**src/rtl/euler_pkg.sv**
```systemverilog
// Shared types and fixed-point helpers for the Euler state-update block.
// EULER_SAT_EN selects saturating narrowing instead of two's-complement wrap.
package euler_pkg;

  typedef enum logic [2:0] {
    IDLE,
    RUN,
    DRAIN,
    COMMIT,
    STEP_END
  } state_t;

  localparam int unsigned FRAC_BITS_DEF = 8;
  localparam logic [15:0] SAT_MAX       = 16'h7FFF;
  localparam logic [15:0] SAT_MIN       = 16'h8000;

  typedef struct packed {
    logic               ovf;
    logic signed [63:0] val;
  } fx_res_t;

  // Fixed-point multiply, rescale by frac, then fit into a width-bit signed word.
  function automatic fx_res_t fx_mul_narrow(input logic signed [63:0] a,
                                            input logic signed [63:0] b,
                                            input int unsigned        frac,
                                            input int unsigned        width);
    logic signed [63:0] prod;
    logic signed [63:0] lim_max;
    logic signed [63:0] lim_min;
    fx_res_t            r;
    prod    = (a * b) >>> frac;
    lim_max = (64'sd1 <<< (width - 1)) - 64'sd1;
    lim_min = -(64'sd1 <<< (width - 1));
    r.ovf   = (prod > lim_max) || (prod < lim_min);
    r.val   = prod;
`ifdef EULER_SAT_EN
    if (prod > lim_max) r.val = lim_max;
    else if (prod < lim_min) r.val = lim_min;
`endif
    return r;
  endfunction

endpackage

```
**src/rtl/euler_fx_mac_update.sv**
```systemverilog
// Two-stage h*f narrowing multiply and x+p add with sticky overflow.
// EULER_SAT_EN makes both the narrowing and the add saturate.
module euler_fx_mac_update
  import euler_pkg::*;
#(
  parameter int unsigned DATA_SIZE = 16,
  parameter int unsigned FRAC_BITS = FRAC_BITS_DEF,
  parameter int unsigned ROW_W     = 3
) (
  input  logic                 clk,
  input  logic                 rst,
  input  logic                 clr,
  input  logic                 in_valid,
  input  logic [DATA_SIZE-1:0] in_data,
  input  logic [ROW_W-1:0]     in_row,
  input  logic [DATA_SIZE-1:0] step_h,
  output logic [ROW_W-1:0]     s1_row,
  input  logic [DATA_SIZE-1:0] x_row,
  output logic                 out_valid,
  output logic [ROW_W-1:0]     out_row,
  output logic [DATA_SIZE-1:0] out_data,
  output logic                 overflow
);

  localparam int unsigned XW = 64 - DATA_SIZE;

  logic signed [63:0]   a_ext;
  logic signed [63:0]   h_ext;
  fx_res_t              mul;
  logic                 mul_ovf;
  logic                 s1_valid;
  logic [DATA_SIZE-1:0] s1_p;
  logic [DATA_SIZE:0]   sum_full;
  logic                 add_ovf;

  always_comb begin
    a_ext   = {{XW{in_data[DATA_SIZE-1]}}, in_data};
    h_ext   = {{XW{step_h[DATA_SIZE-1]}}, step_h};
    mul     = fx_mul_narrow(a_ext, h_ext, FRAC_BITS, DATA_SIZE);
    // In wrap mode the second term equals mul.ovf; in saturate mode it is zero.
    mul_ovf = mul.ovf | (mul.val[63:DATA_SIZE-1] != {(XW + 1){mul.val[DATA_SIZE-1]}});
  end

  always_ff @(posedge clk) begin
    if (rst || clr) s1_valid <= 1'b0;
    else            s1_valid <= in_valid;
  end

  always_ff @(posedge clk) begin
    s1_p   <= mul.val[DATA_SIZE-1:0];
    s1_row <= in_row;
  end

  always_comb begin
    sum_full  = {x_row[DATA_SIZE-1], x_row} + {s1_p[DATA_SIZE-1], s1_p};
    add_ovf   = sum_full[DATA_SIZE] ^ sum_full[DATA_SIZE-1];
    out_data  = sum_full[DATA_SIZE-1:0];
`ifdef EULER_SAT_EN
    if (add_ovf)
      out_data = sum_full[DATA_SIZE] ? {1'b1, {(DATA_SIZE-1){1'b0}}}
                                     : {1'b0, {(DATA_SIZE-1){1'b1}}};
`endif
    out_valid = s1_valid;
    out_row   = s1_row;
  end

  always_ff @(posedge clk) begin
    if (rst || clr)
      overflow <= 1'b0;
    else if ((in_valid && mul_ovf) || (s1_valid && add_ovf))
      overflow <= 1'b1;
  end

endmodule

```
**src/rtl/euler_state_update.sv**
```systemverilog
// Euler step x(n+1) = x(n) + h*f: shadow-buffered row updates, commit, step control.
// Build with EULER_SAT_EN for saturating arithmetic in the datapath.
module euler_state_update
  import euler_pkg::*;
#(
  parameter int unsigned DATA_SIZE = 16,
  parameter int unsigned FRAC_BITS = FRAC_BITS_DEF,
  parameter int unsigned MAX_DIM   = 6,
  parameter int unsigned MAX_ROWS  = 8,
  parameter int unsigned STEP_W    = 16
) (
  input  logic                 clk,
  input  logic                 rst,
  input  logic                 start,
  input  logic [DATA_SIZE-1:0] step_h,
  input  logic [MAX_DIM-1:0]   dim,
  input  logic [STEP_W-1:0]    num_steps,
  input  logic                 init_we,
  input  logic [MAX_DIM-1:0]   init_addr,
  input  logic [DATA_SIZE-1:0] init_data,
  input  logic                 acc_valid,
  input  logic [DATA_SIZE-1:0] acc_data,
  output logic                 acc_ready,
  output logic                 x_wr_en,
  output logic [MAX_DIM-1:0]   x_wr_addr,
  output logic [DATA_SIZE-1:0] x_wr_data,
  output logic                 step_done,
  output logic                 final_done,
  output logic                 overflow,
  output logic                 protocol_err
);

  localparam int unsigned AW = (MAX_ROWS > 1) ? $clog2(MAX_ROWS) : 1;

  state_t               state, state_nx;
  logic [DATA_SIZE-1:0] x_cur  [MAX_ROWS];
  logic [DATA_SIZE-1:0] shadow [MAX_ROWS];
  logic [DATA_SIZE-1:0] h_q;
  logic [MAX_DIM-1:0]   dim_q, dim_eff, last_row;
  logic [STEP_W-1:0]    num_q, num_eff;
  logic [MAX_DIM-1:0]   row_cnt, wr_cnt;
  logic [STEP_W-1:0]    step_cnt;
  logic                 drain_cnt;
  logic                 accept, last_step;
  logic [AW-1:0]        s1_row, mac_row;
  logic                 mac_valid;
  logic [DATA_SIZE-1:0] mac_data;

  always_comb begin
    dim_eff = dim;
    if (dim == '0)                             dim_eff = MAX_DIM'(1);
    else if (dim > MAX_DIM'(MAX_ROWS))         dim_eff = MAX_DIM'(MAX_ROWS);
    num_eff   = (num_steps == '0) ? STEP_W'(1) : num_steps;
    last_row  = dim_q - MAX_DIM'(1);
    last_step = (step_cnt + STEP_W'(1)) == num_q;
    acc_ready = (state == RUN);
    accept    = acc_valid && acc_ready && !start;
    x_wr_en   = (state == COMMIT);
    x_wr_addr = x_wr_en ? wr_cnt : '0;
    x_wr_data = x_wr_en ? shadow[wr_cnt[AW-1:0]] : '0;
    step_done = (state == STEP_END);
  end

  always_comb begin
    state_nx = state;
    if (start) state_nx = RUN;
    else begin
      case (state)
        IDLE:     state_nx = IDLE;
        RUN:      if (accept && row_cnt == last_row) state_nx = DRAIN;
        DRAIN:    if (drain_cnt) state_nx = COMMIT;
        COMMIT:   if (wr_cnt == last_row) state_nx = STEP_END;
        STEP_END: state_nx = last_step ? IDLE : RUN;
        default:  state_nx = IDLE;
      endcase
    end
  end

  always_ff @(posedge clk) begin
    if (rst) begin
      state        <= IDLE;
      row_cnt      <= '0;
      wr_cnt       <= '0;
      step_cnt     <= '0;
      drain_cnt    <= 1'b0;
      final_done   <= 1'b0;
      protocol_err <= 1'b0;
      h_q          <= '0;
      dim_q        <= MAX_DIM'(1);
      num_q        <= STEP_W'(1);
    end else begin
      state <= state_nx;
      if (start) begin
        h_q          <= step_h;
        dim_q        <= dim_eff;
        num_q        <= num_eff;
        row_cnt      <= '0;
        wr_cnt       <= '0;
        step_cnt     <= '0;
        drain_cnt    <= 1'b0;
        final_done   <= 1'b0;
        protocol_err <= 1'b0;
      end else begin
        if (acc_valid && !acc_ready) protocol_err <= 1'b1;
        case (state)
          RUN: begin
            drain_cnt <= 1'b0;
            if (accept) row_cnt <= row_cnt + MAX_DIM'(1);
          end
          DRAIN:  drain_cnt <= 1'b1;
          COMMIT: wr_cnt <= wr_cnt + MAX_DIM'(1);
          STEP_END: begin
            step_cnt <= step_cnt + STEP_W'(1);
            row_cnt  <= '0;
            wr_cnt   <= '0;
            if (last_step) final_done <= 1'b1;
          end
          default: ;
        endcase
      end
    end
  end

  // Buffers carry no reset; a reset mid-commit simply stops further x_cur updates.
  always_ff @(posedge clk) begin
    if (!rst) begin
      if (state == IDLE && init_we && init_addr < MAX_DIM'(MAX_ROWS))
        x_cur[init_addr[AW-1:0]] <= init_data;
      if (state == COMMIT)
        x_cur[wr_cnt[AW-1:0]] <= shadow[wr_cnt[AW-1:0]];
    end
    if (mac_valid) shadow[mac_row] <= mac_data;
  end

  euler_fx_mac_update #(
    .DATA_SIZE(DATA_SIZE),
    .FRAC_BITS(FRAC_BITS),
    .ROW_W    (AW)
  ) u_mac (
    .clk      (clk),
    .rst      (rst),
    .clr      (start),
    .in_valid (accept),
    .in_data  (acc_data),
    .in_row   (row_cnt[AW-1:0]),
    .step_h   (h_q),
    .s1_row   (s1_row),
    .x_row    (x_cur[s1_row]),
    .out_valid(mac_valid),
    .out_row  (mac_row),
    .out_data (mac_data),
    .overflow (overflow)
  );

endmodule

```
**config.mk**
```make
export PLATFORM = sky130hd
export DESIGN_NAME = euler_state_update
export DESIGN_NICKNAME = d
export VERILOG_FILES = /design/src/rtl/euler_pkg.sv /design/src/rtl/euler_fx_mac_update.sv /design/src/rtl/euler_state_update.sv
export SDC_FILE = /design/constraint.sdc
export NUM_CORES = 1
export LEC_CHECK = 0
export ABC_AREA = 0
export BUFFER_PORTS_ARGS = -buffer_cell sky130_fd_sc_hd__buf_4
export CAP_MARGIN = 20
export CORE_MARGIN = 5
export CORE_UTILIZATION = 60
export CTS_BUF_LIST = sky130_fd_sc_hd__clkbuf_8
export CTS_CLUSTER_DIAMETER = 200
export CTS_CLUSTER_SIZE = 28
export DETAILED_ROUTE_END_ITERATION = 8
export PLACE_DENSITY = 0.81
export SLEW_MARGIN = 30
export SYNTH_ARGS = -nofsm -noshare
export SYNTH_HDL_FRONTEND = slang
export SYNTH_SLANG_ARGS = --single-unit
export TNS_END_PERCENT = 5
```
**constraint.sdc**
```tcl
create_clock -name clk -period 18.3 [get_ports clk]
set_input_delay 0.915 -clock clk [delete_from_list [all_inputs] [get_ports clk]]
set_output_delay 0.915 -clock clk [all_outputs]
set_load 0.1 [all_outputs]
```
==> results.md <==
* Status: finished clean
* Share of the synthesized area in the top cell type at a little under a third
* DP Wirelength at approximately 40000 um
* Kind of launch point of the worst setup path: flop
* Initial antenna violation count at 0
* Share of cells above drive strength 1 at around an eighth
* GRT Total Usage at 24.1%
* Most common cell in the netlist: inv_1
* Post-route DRC at 0
* Setup clock skew after layout at between 20 and 30 ps
* Mean instance size in the synthesized netlist at 11.8 um^2
* Global route total overflow at 0
* Number of hold buffers added after CTS at 0
* Worst setup slack after layout at 11160 ps
* Fraction of synthesis flops using an asynchronous set or reset pin at 0%
* Synthesized netlist net count at 2497
* Largest cells by area after synthesis: edfxtp_1, fa_1, dfxtp_1
* Maximum number of pins on one net before global-route repair at 42
* Netlist cell types at slightly below 60
* Count of port buffers added during placement at ~110
* Antenna viol nets, final at 0
* Buffer depth of the longest clock path at 3
* Number of I/O pins at ~110
* Worst vdd rail ir drop at a little over 60 uV
* Total instance count after detailed placement at 2635
* CTS tree: yes
* Reg clk slew, reported paths at between 150 and 200 ps
* Total Neg Setup Slack at 0 ps
* Max cap viols at 0
* Layout overhead on the synthesized area at 6.94%
* Setup repair after global routing missed its margin: false
* Data arrival time at the worst-slack endpoint at about 7600 ps
* Non-Filler Cell Area, Final at 25900 um^2
* Number of global-route vias before repair at 16.5k
* Total cell area at the placement stage at roughly 26000 um^2
* Clock tree root buffer cell: clkbuf_8
* Die area at 44500 um^2
* Sinks on Clock Net at 352
* Critical path fanouts, max at 17
* Number of endpoints failing setup at the final stage at 0
* Required arrival time at the worst endpoint at around 19000 ps
* Detail-routed via count per cell at about 5.7
* Final WL at ~53000 um
* Cell row count at 73
* Most area-hungry cell type in the Yosys netlist: edfxtp_1
* Vias after detailed routing at roughly 15k
* Iter 0 DRT Violations at 1348
* Number of enable flip-flop cells after synthesis at ~260
* Clock buffers created by TritonCTS at 16
* Final worst path period share at between 30 and 40%
* Leading register cell type out of synthesis: edfxtp_1
* Final hold slack at 445 ps
* Post-Synthesis Cells at 2055
* Leading cell types by count after synthesis: inv_1, fa_1, edfxtp_1
* Final RePlAce weighted congestion at between 0.9 and 1
* Sequential area share after synthesis at 39.7%
* Relative max-transition margin at ~36%
* First-pass GRT wire length at 86100 um
* Type of destination of the critical path: flop
* Number of detailed-routing iterations run before antenna repair at 5
* Clock period minus worst slack at about 7100 ps
* Vertical extent of the die at about 210 um
* Final Slew Violations at 0
* Post_cts resized at 0
* Critical path type: flop to flop
* Total of flip-flops plus latches after synthesis at ~350
* Power density over the cells at around 95 nW/um^2
* Highest achievable clock rate at roughly 140 MHz
* Setup fix buffers added after clock tree synthesis at 0
* Worst hold path class: flop to flop
* Final layout net count at roughly 2.6k
* Leakage power figure at 0.0107 uW
* Clock latency on the worst-skew pair at around 570 ps
* Die span in x at around 210 um
* Final Hold Fails at 0
* Final instance count without filler cells at between 2k and 3k
* Area of the core at roughly 40000 um^2
* Measured slew at the worst slew-check pin at 958 ps
* Warning count from the yosys run at 0
* Post-placement setup slack at 10790 ps
* # diodes at 0
* Initial Utilization at around three fifths
* H-tree Lvls at 1
* Netlist area before placement at between 20000 and 25000 um^2
* Wire length per cell after detailed routing at 19.7 um
==> cell usage in the layout, fill, tap and decap left out, drive strengths merged, types with 17 or more instances in the layout <==
master | Yosys | layout
nor2 | 161 | 161
nand3 | 25 | 25
ha | 99 | 99
nor3 | 17 | 17
mux4 | 64 | 64
clkbuf | 65 | 17
and2 | 123 | 123
buf | 10 | 131
xnor2 | 71 | 71
inv | 331 | 341
and3 | 17 | 17
fa | 262 | 262
o21ai | 25 | 25
nand2 | 168 | 168
edfxtp | 256 | 256
dfxtp | 96 | 96
a21oi | 54 | 54
mux2i | 49 | 49
xor2 | 32 | 32
==> sequential cells by signal (all words and copies together), names as in the netlist, named ones only <==
signal / count
wr_cnt: 6
u_mac.overflow: 1
u_mac.out_row: 3
dim_q: 6
final_done: 1
u_mac.s1_p: 16
state: 3
step_cnt: 16
num_q: 16
shadow: 128
u_mac.out_valid: 1
h_q: 16
row_cnt: 6
drain_cnt: 1
x_cur: 128
protocol_err: 1
==> per-stage QoR <==
step | total power (uW) | utilization (%)
floorplan | 1880 | -
global placement | 2100 | 64.2
detailed placement | 2170 | 64.3
CTS | 2480 | 65.0
global route | 2670 | 65.0
finish | 2470 | 65.0
==> final timing paths <==
kind                 endpoint  depth (start not counted)       start  slack [ps]
max reg2reg    u_mac.overflow                         20      h_q[7]       11160
max            u_mac.overflow                         20      h_q[7]       11160
min reg2reg  u_mac.out_row[0]                          0  row_cnt[0]         450
min          u_mac.out_row[0]                          0  row_cnt[0]         450
==> per-layer routing <==
metal  track usage (%)  part of all wire (%)  up-vias
li1                  -                     -     6848
met1              32.7                    40     7743
met2              41.9                    51      589
met3              3.85                   7.6       81
met4              5.10                   2.0        0
met5                 0                     0        -
==> final cells by class <==
cell class | instances | area (um^2)
inverters | 331 | 1240
clock inverters | 11 | 53.8
repair buffers | 131 | 991
well taps | 525 | 657
clock buffers | 17 | 234
flip-flops and latches | 352 | 9610
fillers | 2987 | 13900
multi-input cells | 1297 | 13100
==> power breakdown <==
part	internal [uW]	leakage, uW	switching (uW)
sequential	977	0.00309	27.5
clock	89.7	0.000182	223
combinational	471	0.00743	682
total	1540	0.0107	932
==> worst max-delay path: stages, from the launching register on <==
cell and delay, ps:
dfxtp_1 850, nand2_1 320, fa_1 640, inv_1 160, fa_1 580, fa_1 450, fa_1 540, fa_1 550
inv_1 60, fa_1 520, inv_1 40, ha_1 350, and3_1 210, and2_1 170, a221o_1 330, and2_1 160
a211o_1 300, xnor2_1 170, nor4_1 300, a41o_1 210, o22ai_1 70
==> kinds of logic (layout without fill, tap and decap cells) <==
group | Yosys count | count (layout) | synth area share (%)
buffers and inverters | 406 | 490 | 6.30
adder cells (fa/ha/maj) | 361 | 361 | 26.8
flip-flops | 352 | 352 | 39.7
AO/OA/AOI/OAI | 133 | 133 | 3.38
AND/OR/NAND/NOR | 571 | 571 | 11.4
XOR/XNOR | 103 | 103 | 3.76
multiplexers | 129 | 129 | 8.72
No activity file was read; power rests on OpenSTA's default activity.
